===== config.mk =====
export PLATFORM = sky130hd
export DESIGN_NAME = uart_rx_fifo
export DESIGN_NICKNAME = d
export VERILOG_FILES = /design/src/rtl/uart_rx_fifo.sv
export SDC_FILE = /design/constraint.sdc
export NUM_CORES = 1
export LEC_CHECK = 0
export CORE_MARGIN = 2
export CORE_UTILIZATION = 55
export DETAILED_ROUTE_END_ITERATION = 10
export MAX_ROUTING_LAYER = met4
export PLACE_DENSITY_LB_ADDON = 0.2
export SLEW_MARGIN = 5
export SYNTH_ARGS = -nofsm -noshare
export SYNTH_HDL_FRONTEND = slang
export SYNTH_SLANG_ARGS = --single-unit
export TNS_END_PERCENT = 30

===== constraint.sdc =====
create_clock -name clk -period 3.1 [get_ports clk]
set_input_delay 0.62 -clock clk [delete_from_list [all_inputs] [get_ports clk]]
set_output_delay 0.62 -clock clk [all_outputs]
set_load 0.1 [all_outputs]

===== src/rtl/uart_rx_fifo.sv =====
// UART receiver (5..9 data bits, none/even/odd parity, 1..2 stop bits) feeding a FWFT receive FIFO.
// Latency: rx fall to m_valid = 2 + HALF + 1 + CLKS_PER_BIT*(DATA_BITS+(PARITY!=0)+STOP_BITS) + 1 clocks.
// Backpressure: m_ready stalls the FIFO; a frame arriving while full (and not popping) is dropped and sets overrun.
module uart_rx_fifo #(
   parameter int CLK_FREQ     = 100_000_000,
   parameter int BAUD         = 115200,
   parameter int CLKS_PER_BIT = CLK_FREQ / BAUD,
   parameter int DATA_BITS    = 8,
   parameter int PARITY       = 0,
   parameter int STOP_BITS    = 1,
   parameter int FIFO_DEPTH   = 16
) (
   input  logic                          clk,
   input  logic                          reset,
   input  logic                          rx,
   output logic                          m_valid,
   input  logic                          m_ready,
   output logic [DATA_BITS-1:0]          m_data,
   output logic                          m_parity_err,
   output logic                          m_frame_err,
   output logic                          overrun,
   input  logic                          clear_err,
   output logic [$clog2(FIFO_DEPTH):0]   fifo_count,
   output logic                          busy
);

   localparam int CW = $clog2(CLKS_PER_BIT);
   localparam int BW = $clog2(DATA_BITS);
   localparam int AW = $clog2(FIFO_DEPTH);
   localparam int EW = DATA_BITS + 2;

   localparam logic [CW-1:0] HALF_C   = CW'(CLKS_PER_BIT / 2 - 1);
   localparam logic [CW-1:0] LAST_C   = CW'(CLKS_PER_BIT - 1);
   localparam logic [BW-1:0] LAST_BIT = BW'(DATA_BITS - 1);
   localparam logic          LAST_STP = 1'(STOP_BITS - 1);
   localparam logic [AW:0]   DEPTH_C  = (AW + 1)'(FIFO_DEPTH);

   typedef enum logic [2:0] {IDLE, START, DATA, PAR, STOP, WAIT_HI} state_t;

   state_t                state, state_nxt;
   logic                  rx_meta, rx_s;
   logic [CW-1:0]         cnt, cnt_nxt;
   logic [BW-1:0]         bit_idx, bit_nxt;
   logic                  stop_idx, stop_nxt;
   logic [DATA_BITS-1:0]  shift, shift_nxt;
   logic                  par_err, perr_nxt;
   logic                  frm_err, ferr_nxt;
   logic                  push;
   logic [EW-1:0]         push_dat;

   logic [EW-1:0]         mem [FIFO_DEPTH];
   logic [AW-1:0]         wr_ptr, rd_ptr;
   logic                  pop, wr_rdy, wr_en;

   // Two-flop synchroniser; idles high so reset never looks like a start bit
   always_ff @(posedge clk or posedge reset) begin
      if (reset) begin
         rx_meta <= 1'b1;
         rx_s    <= 1'b1;
      end else begin
         rx_meta <= rx;
         rx_s    <= rx_meta;
      end
   end

   // Receive FSM next-state, bit timing and frame assembly
   always_comb begin
      state_nxt = state;
      cnt_nxt   = cnt;
      bit_nxt   = bit_idx;
      stop_nxt  = stop_idx;
      shift_nxt = shift;
      perr_nxt  = par_err;
      ferr_nxt  = frm_err;
      push      = 1'b0;
      push_dat  = '0;
      case (state)
         IDLE: begin
            cnt_nxt  = '0;
            bit_nxt  = '0;
            stop_nxt = 1'b0;
            perr_nxt = 1'b0;
            ferr_nxt = 1'b0;
            if (!rx_s) state_nxt = START;
         end
         START: begin
            if (cnt == HALF_C) begin
               cnt_nxt   = '0;
               // a line that is high again at mid start bit was a glitch
               state_nxt = rx_s ? IDLE : DATA;
            end else begin
               cnt_nxt = cnt + 1'b1;
            end
         end
         DATA: begin
            if (cnt == LAST_C) begin
               cnt_nxt            = '0;
               shift_nxt[bit_idx] = rx_s;
               if (bit_idx == LAST_BIT) begin
                  bit_nxt   = '0;
                  state_nxt = (PARITY != 0) ? PAR : STOP;
               end else begin
                  bit_nxt = bit_idx + 1'b1;
               end
            end else begin
               cnt_nxt = cnt + 1'b1;
            end
         end
         PAR: begin
            if (cnt == LAST_C) begin
               cnt_nxt   = '0;
               perr_nxt  = (PARITY == 1) ? (^shift ^ rx_s) : ~(^shift ^ rx_s);
               state_nxt = STOP;
            end else begin
               cnt_nxt = cnt + 1'b1;
            end
         end
         STOP: begin
            if (cnt == LAST_C) begin
               cnt_nxt  = '0;
               ferr_nxt = frm_err | ~rx_s;
               if (stop_idx == LAST_STP) begin
                  push      = 1'b1;
                  push_dat  = {frm_err | ~rx_s, par_err, shift};
                  // a line still low after the frame is a break: wait it out
                  state_nxt = rx_s ? IDLE : WAIT_HI;
               end else begin
                  stop_nxt = 1'b1;
               end
            end else begin
               cnt_nxt = cnt + 1'b1;
            end
         end
         WAIT_HI: begin
            if (rx_s) state_nxt = IDLE;
         end
         default: state_nxt = IDLE;
      endcase
   end

   // FSM state and datapath registers
   always_ff @(posedge clk or posedge reset) begin
      if (reset) begin
         state    <= IDLE;
         cnt      <= '0;
         bit_idx  <= '0;
         stop_idx <= 1'b0;
         shift    <= '0;
         par_err  <= 1'b0;
         frm_err  <= 1'b0;
      end else begin
         state    <= state_nxt;
         cnt      <= cnt_nxt;
         bit_idx  <= bit_nxt;
         stop_idx <= stop_nxt;
         shift    <= shift_nxt;
         par_err  <= perr_nxt;
         frm_err  <= ferr_nxt;
      end
   end

   assign busy    = (state != IDLE);
   assign m_valid = (fifo_count != '0);
   assign pop     = m_valid & m_ready;
   // a full FIFO still takes a frame when the head leaves on the same edge
   assign wr_rdy  = (fifo_count < DEPTH_C) | pop;
   assign wr_en   = push & wr_rdy;

   assign {m_frame_err, m_parity_err, m_data} = m_valid ? mem[rd_ptr] : '0;

   // FIFO storage; entries past the read pointer are never presented, so no reset needed
   always_ff @(posedge clk) begin
      if (wr_en) mem[wr_ptr] <= push_dat;
   end

   // FIFO pointers and occupancy; pointers wrap naturally at the power-of-two depth
   always_ff @(posedge clk or posedge reset) begin
      if (reset) begin
         wr_ptr     <= '0;
         rd_ptr     <= '0;
         fifo_count <= '0;
      end else begin
         if (wr_en) wr_ptr <= wr_ptr + 1'b1;
         if (pop)   rd_ptr <= rd_ptr + 1'b1;
         case ({wr_en, pop})
            2'b10:   fifo_count <= fifo_count + 1'b1;
            2'b01:   fifo_count <= fifo_count - 1'b1;
            default: fifo_count <= fifo_count;
         endcase
      end
   end

   // Sticky overrun; a drop in the same cycle as clear_err keeps it set
   always_ff @(posedge clk or posedge reset) begin
      if (reset) begin
         overrun <= 1'b0;
      end else if (push && !wr_rdy) begin
         overrun <= 1'b1;
      end else if (clear_err) begin
         overrun <= 1'b0;
      end
   end

endmodule


Word-level counts from Yosys, hierarchy flattened
Memory sizes are Yosys's and may differ from the RTL's.
Cells that the tools add are included.
Widths: inputs -> output; s select.
Storage, ports and cells
  flip-flop bits (word level): 43
  bits in writable memories: 160
  output and inout bits: 18
  memories: 1
Memories
  mem: depth 16, width 10, rd ports 1, clocked after memory_dff 0, wr ports 1, RTL line 51  | logic [EW-1:0] mem [FIFO_DEPTH];
Cells by class
  add/sub/neg operators: 6
  magnitude comparators: 3
  equal/unequal tests: 18
  multiplexer cells: 39
  bitwise logic cells: 7
  reductions and logical operators: 19
Operator list (count)
  $mux 10: 6
  $mux 3: 11
  $pmux 10 s3: 1
  $pmux 3 s6: 1
  $ne 2x2->1 const B: 8
  $mux 1: 12
  $add 10x1->10 const B: 1
  $eq 10x10->1 const B: 1
  $eq 10x9->1 const B: 1
  $pmux 5 s2: 1
  $reduce_bool 2->1: 5
  $eq 3x3->1 const B: 3
  $add 4x1->4 const B: 2
  $bwmux 8: 1
  $reduce_and 2->1: 4
  $reduce_and 8->1: 1
  $reduce_xor 8->1: 1
  $eq 3x2->1 const B: 2
  $pmux 1 s2: 3
  $pmux 3 s2: 1
  $reduce_bool 3->1: 2
  $add 5x1->5 const B: 1
  $lt 5x5->1 const B: 1
  $reduce_bool 5->1: 1
  other kinds (17): 21

Logic depth before layout (Yosys ltp)
  depth after elaboration: 6
  gate-level depth with buffers: 14

Least setup slack after synthesis
OpenSTA, ideal clock, no wires.
  kind: reg2out
  start: register rd_ptr[0]
  end: output m_data[1]
  arrival: 2.951 ns
  setup slack: -0.471 ns
  cell stages (with the launch flop): 6
  path buffers: 2
  cell sequence: dfrtp_1 -> clkbuf_1 -> buf_1 -> mux4_2 -> mux4_2 -> nor2b_1
On the way
  cells in the longest elaborated chain, start to end: 2
Ends and longest elaborated chain
  from (decl): RTL line 52  | logic [AW-1:0] wr_ptr, rd_ptr;
  from (signal assigned): RTL line 184  | if (pop) rd_ptr <= rd_ptr + 1'b1;
  $mem_v2 16x10
  $mux 10: RTL line 169  | assign {m_frame_err, m_parity_err, m_data} = m_valid ? mem[rd_ptr] : '0;
  to (decl): RTL line 18  | output logic [DATA_BITS-1:0] m_data,
Every way passes these cells.

Worst setup path after layout
  start: register rd_ptr[0]
  end: output m_data[0]
The elaborated chain is that of the path after synthesis.

==> flow_summary.json <==
{
  "r2r-start": "cnt[0]$_DFFE_PP0P_",
  "vias_per_cell": 5.859,
  "fmax_mhz": 312.9,
  "async_flop_share_pct": 21.18,
  "cts_root_buf": "clkbuf_16",
  "crit_path_end": "m_data[0]",
  "r2r_slack_ps": 250,
  "synth_edf_count": 160,
  "syn2layout_area_growth_pct": 18.59,
  "power.leakage_nw": 4.038,
  "row_count": 45,
  "crit_start": "rd_ptr[0]$_DFFE_PP0P_",
  "antenna_left": 0,
  "syn_area_um2": 8636,
  "cts_made_buffers": 21,
  "ys_ff_latch": 203,
  "yosysUniqueCellTypes": 56,
  "cts_tree": "yes",
  "fin_nets": 572,
  "setup_violations": 10,
  "syn-num-nets": 514,
  "synth_ff_type": "edfxtp_1",
  "wirelength_um": 16640,
  "hold_viol_final": 0,
  "finalCritPeriodShare_pct": 103.1,
  "path_class": "register to primary output",
  "p_per_area_nw_per_um2": 671.4,
  "grt_remaining_overflow": 0,
  "tightest_slew_ps": 888.8,
  "initial_core_util_pct": 56.60,
  "synthTopCellsByArea": "edfxtp_1 56%, mux4_2 13%, dfrtp_1 12%",
  "endpoint_kind": "primary output",
  "slew_violations": 0,
  "antenna_found_initial": 0,
  "instances_no_fill": 780,
  "timing.rr.end": "fifo_count[4]$_DFFE_PP0P_",
  "period_needed_ps": 3196,
  "final_util_pct": 67.12,
  "drc": 0,
  "n_antenna_cell": 0,
  "grt_first_pass_wirelength_um": 26940,
  "num_io_pins": 23,
  "dieArea_um2": 16720,
  "fp.dieW_um": 129.3,
  "crit_fanout": 6,
  "place.detailed.hpwl_um": 11160,
  "max_cap_violations": 0,
  "hold_buffers": 0,
  "clk_latency_ps": 500,
  "avgSynthCellArea_um2": 17.41,
  "synth_seq_area_share_pct": 68.13,
  "cts_buffer_depth": 3,
  "drtIter0Drc": 446,
  "clock_sinks": 203,
  "fin_ws_ps": -96.36,
  "ir_worst_vdd_mv": 0.4869,
  "drt_first_pass_iters": 4,
  "crit_required_ps": 2480,
  "die_h_um": 129.3,
  "io_buffers": 22,
  "hp-class": "register to register",
  "place_ws_ps": 244.8,
  "cp.arrival_ps": 2580,
  "gr-usage-all-layers_pct": 22.16,
  "core_um2": 15260,
  "grt_max_degree": 44,
  "synth_warnings": 0,
  "rsz0062_at_grt": "true",
  "drive_above_1_share_pct": 34.27,
  "synth_top_area_share_pct": 55.64,
  "grt_pass1_vias": 4790,
  "clk_pin_slew_ps": 60,
  "fin_tns_setup_ps": -730.6,
  "relSlewSlack_pct": 40.66,
  "numPlacedInstances": 738,
  "start_kind": "register",
  "worstRegToRegCells": 12,
  "num_vias": 4570,
  "htreeDepth": 1,
  "violations": "negative setup slack",
  "synth_top_area_cell": "edfxtp_1",
  "gp_congestion": 0.8033,
  "fillerInstances": 1041,
  "syn_inst": 496,
  "avgRoutedWirePerCell_um": 21.34,
  "multi_input_area_um2": 2689,
  "finalPower_w": 0.006876,
  "seqCellArea_um2": 5892,
  "outcome": "finished, violations left",
  "fin_skew_ps": 24.41
}
==> cell usage in the layout (no fill, tap or decap), types with 3 or more instances in the layout <==
| master | instances |
|---|---|
| edfxtp_1 | 160 |
| nand2_1 | 8 |
| buf_12 | 15 |
| o21a_1 | 3 |
| o211ai_1 | 3 |
| a21oi_1 | 4 |
| nand4_1 | 5 |
| clkdlybuf4s50_1 | 4 |
| inv_1 | 15 |
| nor2_1 | 16 |
| buf_4 | 45 |
| nand3_1 | 8 |
| clkinv_2 | 6 |
| xnor2_1 | 13 |
| and3_1 | 11 |
| nor4_2 | 13 |
| nor4_1 | 3 |
| xor2_1 | 14 |
| ha_1 | 13 |
| nor3_1 | 4 |
| mux2_2 | 13 |
| clkbuf_16 | 21 |
| nand2b_1 | 5 |
| nor2b_1 | 10 |
| nor2b_2 | 3 |
| o21ai_0 | 8 |
| dfrtp_2 | 4 |
| dfrtp_1 | 36 |
| clkinv_1 | 8 |
| mux4_2 | 50 |
==> stage by stage <==
step,hold slack (ps),area (um^2)
2_1_floorplan,345.2,8660
3_3_place_gp,348.3,9538
3_5_place_dp,349.1,9538
4_1_cts,357.6,10230
5_1_grt,363.9,10240
6_report,356.6,10240
==> layer usage <==
metal / GRT usage, % / wire length [um]
met5: - / 0
met4: 5.882 / 287
met3: 3.179 / 659
met2: 35.67 / 8403
met1: 30.30 / 7293
==> report_power, final <==
| part | leakage [nW] | internal [W] | switching [W] |
|---|---|---|---|
| sequential | 2.41 | 0.00298 | 0.000180 |
| clock | 0.327 | 0.00140 | 0.000993 |
| combinational | 1.30 | 0.000586 | 0.000735 |
==> kinds of logic after synthesis <==
group | synth area share, %
flops | 68.13
simple gates | 7.737
mux | 14.85
buf+inv | 2.086
compound gates | 2.579
xor+xnor | 2.738
fa+ha+maj | 1.884
==> layout make-up <==
| type | instances | share of cell area [%] |
|---|---|---|
| Sequential cell | 203 | 57.53 |
| Clock inverter | 16 | 1.222 |
| Clock buffer | 22 | 5.168 |
| Timing Repair Buffer | 64 | 6.622 |
| Tap cell | 211 | 2.578 |
| Inverter | 17 | 0.6231 |
| Multi-Input combinational cell | 247 | 26.26 |
==> worst min-delay path by stage <==
stage | start | end | slack [ps] | cells past startpoint
4_1_cts | rx_meta$_DFF_PP1_ | rx_s$_DFF_PP1_ | 360 | 0
5_1_grt | rx_meta$_DFF_PP1_ | rx_s$_DFF_PP1_ | 360 | 0
6_report | rx_meta$_DFF_PP1_ | rx_s$_DFF_PP1_ | 360 | 0
2_1_floorplan | rx_meta$_DFF_PP1_ | rx_s$_DFF_PP1_ | 350 | 0
3_3_place_gp | rx_meta$_DFF_PP1_ | rx_s$_DFF_PP1_ | 350 | 0
3_5_place_dp | rx_meta$_DFF_PP1_ | rx_s$_DFF_PP1_ | 350 | 0
==> synth_stat cells (all sizes together) (2+ instances only) <==
library cell / n
edfxtp: 160
mux4: 50
dfrtp: 41
clkbuf: 21
nor4: 17
inv: 16
nor2: 16
nor2b: 14
xor2: 14
ha: 13
mux2: 13
xnor2: 13
and3: 11
nand3: 9
o21ai: 9
buf: 8
nand2: 8
a21oi: 5
nand2b: 5
nand4: 5
nor3: 4
nor3b: 4
o211ai: 3
o21a: 3
or3: 3
a21o: 2
dfstp: 2
nand3b: 2
o22ai: 2
o31ai: 2
or2: 2
or3b: 2
or4: 2
==> worst max-delay path, stage by stage (launching register included) <==
cell     delay, ps
dfrtp_4        550
buf_4          170
buf_4          130
mux4_2         430
mux4_2         450
nor2b_1        170
buf_12         170
==> sequential cells by signal, indices dropped and copies added, names as in the netlist, 3 cells and up <==
| register | count |
|---|---|
| shift | 8 |
| mem | 160 |
| rd_ptr | 4 |
| wr_ptr | 4 |
| fifo_count | 5 |
| state | 3 |
| cnt | 10 |
| bit_idx | 3 |
==> what timing repair did <==
item	CTS	global route
resized for setup	3	1
cloned	0	0
endpoints found under the setup margin	10	11
setup buffers	4	0
Note: power is estimated with default switching activity, not from simulation.
